$ cat config.mk
export PLATFORM = sky130hd
export DESIGN_NAME = mem_port_arbiter
export DESIGN_NICKNAME = d
export VERILOG_FILES = /design/src/rtl/mem_port_arbiter.sv
export SDC_FILE = /design/constraint.sdc
export NUM_CORES = 1
export LEC_CHECK = 0
export CORE_MARGIN = 2
export CORE_UTILIZATION = 43
export CTS_BUF_LIST = sky130_fd_sc_hd__clkbuf_8
export DETAILED_ROUTE_END_ITERATION = 7
export PLACE_DENSITY = 0.89
export REMOVE_ABC_BUFFERS = 1
export SKIP_LAST_GASP = 1
export SYNTH_ARGS = -nofsm -noshare
export SYNTH_HDL_FRONTEND = slang
export SYNTH_SLANG_ARGS = --single-unit
$ cat constraint.sdc
create_clock -name clk -period 2.1 [get_ports clk]
set_input_delay 0.42 -clock clk [delete_from_list [all_inputs] [get_ports clk]]
set_output_delay 0.42 -clock clk [all_outputs]
set_load 0.1 [all_outputs]
$ cat src/rtl/mem_port_arbiter.sv
// Shares one memory port between instruction fetch and data access.
// Optional ARB_STARVE_GUARD_EN: a waiting fetch is granted after 3 data grants.
module mem_port_arbiter #(
   parameter int AW  = 16,
   parameter int DW  = 16,
   parameter int TMO = 255
) (
   input  logic          clk,
   input  logic          rst_n,
   input  logic          if_req,
   input  logic [AW-1:0] if_addr,
   output logic          if_valid,
   output logic [DW-1:0] if_rdata,
   input  logic          d_rd,
   input  logic          d_wr,
   input  logic [AW-1:0] d_addr,
   input  logic [DW-1:0] d_wdata,
   output logic          d_valid,
   output logic [DW-1:0] d_rdata,
   output logic          stall,
   output logic          mem_req,
   output logic          mem_we,
   output logic [AW-1:0] mem_addr,
   output logic [DW-1:0] mem_wdata,
   input  logic [DW-1:0] mem_rdata,
   input  logic          mem_rdy,
   output logic          err
);

   typedef enum logic [1:0] {IDLE, FETCH, DATA} state_t;

   localparam logic [7:0] TMO_LAST = 8'(TMO - 1);

   state_t        state_q, state_d;
   logic [AW-1:0] addr_q;
   logic [DW-1:0] wdata_q;
   logic          we_q;
   logic [7:0]    cnt_q;
   logic          d_req, busy, done, tmo_hit, fin;
   logic          grant_d, grant_i, fetch_first;

   assign d_req   = d_rd | d_wr;
   assign busy    = (state_q != IDLE);
   assign done    = busy & mem_rdy;
   assign tmo_hit = busy & ~mem_rdy & (cnt_q == TMO_LAST);
   assign fin     = done | tmo_hit;

`ifdef ARB_STARVE_GUARD_EN
   logic [1:0] starve_q;

   assign fetch_first = if_req & (starve_q == 2'd3);

   always_ff @(posedge clk or negedge rst_n) begin
      if (!rst_n)
         starve_q <= 2'd0;
      else if (grant_i)
         starve_q <= 2'd0;
      else if (grant_d)
         starve_q <= if_req ? starve_q + 2'd1 : 2'd0;
   end
`else
   assign fetch_first = 1'b0;
`endif

   always_comb begin
      state_d = state_q;
      grant_d = 1'b0;
      grant_i = 1'b0;
      unique case (state_q)
         IDLE: begin
            if (d_req && !fetch_first) begin
               grant_d = 1'b1;
               state_d = DATA;
            end else if (if_req) begin
               grant_i = 1'b1;
               state_d = FETCH;
            end
         end
         FETCH, DATA: begin
            if (fin)
               state_d = IDLE;
         end
         default: state_d = IDLE;
      endcase
   end

   always_ff @(posedge clk or negedge rst_n) begin
      if (!rst_n) begin
         state_q  <= IDLE;
         addr_q   <= '0;
         wdata_q  <= '0;
         we_q     <= 1'b0;
         cnt_q    <= 8'd0;
         if_valid <= 1'b0;
         d_valid  <= 1'b0;
         if_rdata <= '0;
         d_rdata  <= '0;
         err      <= 1'b0;
      end else begin
         state_q  <= state_d;
         if_valid <= 1'b0;
         d_valid  <= 1'b0;
         if (grant_d) begin
            addr_q  <= d_addr;
            wdata_q <= d_wdata;
            we_q    <= d_wr;
            cnt_q   <= 8'd0;
            if (d_rd & d_wr)
               err <= 1'b1;
         end else if (grant_i) begin
            addr_q <= if_addr;
            we_q   <= 1'b0;
            cnt_q  <= 8'd0;
         end else if (busy) begin
            cnt_q <= cnt_q + 8'd1;
         end
         if (tmo_hit)
            err <= 1'b1;
         // a timed-out access still completes, with zero data
         if (fin && state_q == FETCH) begin
            if_valid <= 1'b1;
            if_rdata <= done ? mem_rdata : '0;
         end
         if (fin && state_q == DATA) begin
            d_valid <= 1'b1;
            d_rdata <= done ? mem_rdata : '0;
         end
      end
   end

   assign mem_req   = busy;
   assign mem_we    = (state_q == DATA) & we_q;
   assign mem_addr  = addr_q;
   assign mem_wdata = wdata_q;
   assign stall     = d_req & ~d_valid & rst_n;

endmodule

# Word-level counts from Yosys, hierarchy flattened
# Cells that the tools add are included.
[word_totals]
out_inout_bits = 70
ram_bits = 0
n_memories = 0
regBits = 78
rom_bits = 0
latch_bits = 0
[op_classes]
reduce_logical = 11
n_lt_le_gt_ge = 0
muxes = 22
eq_ne = 5
n_addsub = 1
n_bitwise = 11
multipliers = 0
n_div = 0
shift = 0
[op_table]
columns = ["operator", "count"]
rows = [
  ["$mux 16", 3],
  ["$mux 8", 3],
  ["$mux 1", 12],
  ["$add 8x1->8 const B", 1],
  ["$eq 8x8->1 const B", 1],
  ["$reduce_bool 2->1", 4],
  ["$and 1x1->1", 7],
  ["$mux 2", 3],
  ["$pmux 2 s2", 1],
  ["$reduce_and 2->1", 2],
  ["$ne 3x3->1 const B", 1],
  ["$reduce_bool 3->1", 1],
  ["$eq 2x1->1 const B", 1],
  ["$eq 2x2->1 const B", 1],
  ["$logic_and 1x1->1", 2],
  ["$logic_not 2->1", 1],
  ["$ne 2x2->1 const B", 1],
  ["$not 1->1", 2],
  ["$or 1x1->1", 2],
  ["$reduce_or 2->1", 1],
]

# Depth between registers and ports, before layout
[depth]
word_depth = 6
depth_mapped = 8

# Worst setup path after synthesis
# OpenSTA, ideal clock, no wires.
[synth_timing]
path_type = "input-to-output"
from = "input d_wr"
to = "output stall"
stages = 4
n_path_buf = 2
slack_ps = -1408
arrival_time_ps = 3088
path_cell_list = "buf_2 nor2_2 clkbuf_1 nor3b_1"
[synth_between]
elab_chain_cells = 3
[synth_lines]
columns = ["item", "line", "rtl"]
rows = [
  ["start, declared", "15", "input logic d_wr,"],
  ["$or 1x1->1", "42", "assign d_req = d_rd | d_wr;"],
  ["$and 1x1->1 (2 in series)", "135", "assign stall = d_req & ~d_valid & rst_n;"],
  ["end, declared", "20", "output logic stall,"],
]
# Every way passes these cells.

# Final worst setup path
[layout_timing]
from = "register state_q[0]"
to = "output mem_req"
[layout_between]
elab_chain_cells = 1
[layout_lines]
columns = ["item", "line", "rtl"]
rows = [
  ["start, declared", "34", "state_t state_q, state_d;"],
  ["start signal, assigned", "100", "state_q <= state_d;"],
  ["$reduce_bool 2->1", "43", "assign busy = (state_q != IDLE);"],
  ["end, declared", "21", "output logic mem_req,"],
]
# Every way passes these cells.

==> flow_metrics.tcl <==
set metrics [dict create \
    grt_max_degree 79 \
    hold_path_class "in2async" \
    ys.warnings.count 0 \
    finalNonFillerCells 510 \
    placed_area_um2 4660 \
    drv_cap 0 \
    status "complete, no violations" \
    viasPerCell 5.30 \
    diodes 0 \
    cts-root-buf "clkbuf_8" \
    ys_seq_area_share_pct 60.7 \
    overflow 0 \
    die_w_um 90.5 \
    ys.flop_type "dfrtp_1" \
    async_flop_share_pct 100 \
    netlist-cell-type-count 36 \
    path_cells "inv_1, ha_2, inv_1, buf_12" \
    fp.dieArea_um2 8190 \
    clock_latency_ns 0.35 \
    htreeDepth 3 \
    grt_pass1_vias 2843 \
    dp.cells 494 \
    final_cell_mix "buf_4, dfrtp_1, clkdlybuf4s50_1" \
    crit_slowest_cell "dfrtp_1" \
    drive_gt1_share_pct 35.5 \
    dr.pass1.iters 4 \
    worst_slew_pin_slew_ns 0.946 \
    max_stage_delay_ns 0.40 \
    io_buffers 139 \
    start_kind "flip-flop" \
    crit_path_end_kind "output port" \
    period_share_pct 94.1 \
    skew_ns 0.0116 \
    cts_buffers 9 \
    finalInstanceArea_um2 4840 \
    fin_crit_ns 1.98 \
    synth_seq_cells 78 \
    hpwlAfterDp_um 6100 \
    finalSetupViolations 0 \
    drt_iter0_markers 85 \
    cpMostUsedCell "inv_1" \
    crit_family "buffers and inverters" \
    nets 481 \
    io_pins 140 \
    grt_first_pass_wirelength_um 14100 \
    max_freq_mhz 506 \
    synth_edf_count 0 \
    max_slew_margin_pct 36.9 \
    antenna_found_initial 0 \
    syn-cell-area_um2 3220 \
    num_vias 2703 \
    path_clk_slew_ns 0.09 \
    fp-row-count 31 \
    clock_sinks 78 \
    antenna_left 0 \
    start_util_pct 44.4 \
    syn_area_per_cell_um2 12.6 \
    syn_inst 256 \
    wl_per_cell_um 16.5 \
    cts_buffer_depth 2 \
    rsz0062_at_grt "false" \
    gp_congestion 0.842 \
    cp_num_buf_inv 3 \
    ctsHoldBuffers 0 \
    hold_violations 0 \
    critPathKind "reg2out" \
    drc 0 \
    core_area_um2 7250 \
    holdWs_ns 0.310 \
    final_common_cell "buf_4" \
    totalWireLength_um 8430 \
    arrival_ns 1.56 \
    tritoncts "built" \
    track_usage_pct 21.3 \
    drv_slew 0 \
    critPathMaxFanout 8 \
    die_y_um 90.5 \
    worstPathRequired_ns 1.68 \
    syn_to_final_growth_pct 50.5 \
]
==> cell usage after synthesis (2+ instances only) <==
master | count | area, µm²
ha_1 | 5 | 62.6
inv_1 | 8 | 30.0
o32ai_1 | 2 | 17.5
o21ai_0 | 7 | 35.0
mux2_2 | 16 | 180
a22o_2 | 18 | 180
nand2_1 | 5 | 18.8
nor2_1 | 18 | 67.6
a22o_1 | 15 | 131
o21ai_4 | 2 | 32.5
nor2_2 | 2 | 12.5
nand3_1 | 10 | 50.1
o211ai_1 | 2 | 15.0
dfrtp_1 | 78 | 1950
o22ai_1 | 16 | 100
and3_1 | 4 | 25.0
buf_2 | 6 | 30.0
clkbuf_1 | 6 | 22.5
buf_6 | 3 | 33.8
a21oi_1 | 17 | 85.1
==> registers in the layout, indices dropped and copies added, names as in the netlist <==
register and cells:
state_q 2, mem_addr 16, we_q 1, if_valid 1, mem_wdata 16, d_rdata 16
cnt_q 8, if_rdata 16, d_valid 1, err 1
==> cells by family (layout without fill, tap and decap cells) <==
family                   count (synthesis)  count (layout)  share of synthesized area, %
XOR/XNOR                                 2               2                         0.545
AO/OA/AOI/OAI                           85              85                          20.1
multiplexers                            16              16                          5.60
buffers and inverters                   23             178                          3.62
adder cells (fa/ha/maj)                  5               5                          1.94
AND/OR/NAND/NOR                         47              47                          7.51
flip-flops                              78              78                          60.7
==> per-layer routing <==
layer / vias to the layer above / routed length (µm) / GRT usage (%)
met1: 1318 / 3510 / 26.9
met4: 0 / 208 / 8.08
met5: - / 0 / 0
met2: 119 / 4130 / 34.6
met3: 20 / 580 / 6.34
li1: 1246 / - / -
==> metrics by stage <==
stage | TNS (ns) | utilization (%) | worst slack [ns]
after floorplan | -29.13 | - | -1.39
after global placement | 0 | 64.2 | 0.118
after detailed placement | 0 | 64.2 | 0.0683
after CTS | 0 | 66.7 | 0.00677
after global routing | 0 | 66.7 | 0.0543
final | 0 | 66.7 | 0.123
==> final timing paths <==
check | cells after the start | end | from | slack (ns)
max in group asynchronous | 2 | cnt_q[2]$_DFFE_PN0P_ | rst_n | 1.19
worst min-delay path | 2 | d_rdata[9]$_DFFE_PN0P_ | rst_n | 0.31
worst max register to register | 6 | mem_addr[11]$_DFFE_PN0P_ | state_q[0]$_DFFE_PN0P_ | 0.21
worst max-delay path | 4 | mem_req | state_q[0]$_DFFE_PN0P_ | 0.12
worst min register to register | 1 | cnt_q[6]$_DFFE_PN0P_ | cnt_q[6]$_DFFE_PN0P_ | 0.50
min in group clk | 1 | cnt_q[6]$_DFFE_PN0P_ | cnt_q[6]$_DFFE_PN0P_ | 0.50
==> cell type report <==
cell class | count | area, µm²
clock buffers | 9 | 124
clock inverters | 7 | 58.8
multi-input cells | 155 | 1150
inverters | 8 | 30.0
well taps | 99 | 124
fillers | 565 | 2410
repair buffers | 154 | 1400
flip-flops and latches | 78 | 1950
==> what timing repair did <==
action,4_1_cts,5_1_grt
setup buffers,0,0
gates resized for setup,0,1
endpoints found under the setup margin,0,16
Power is left out: the tool's default activity adds up to more than one toggle a clock period on the data nets, which glitch-free logic cannot reach.
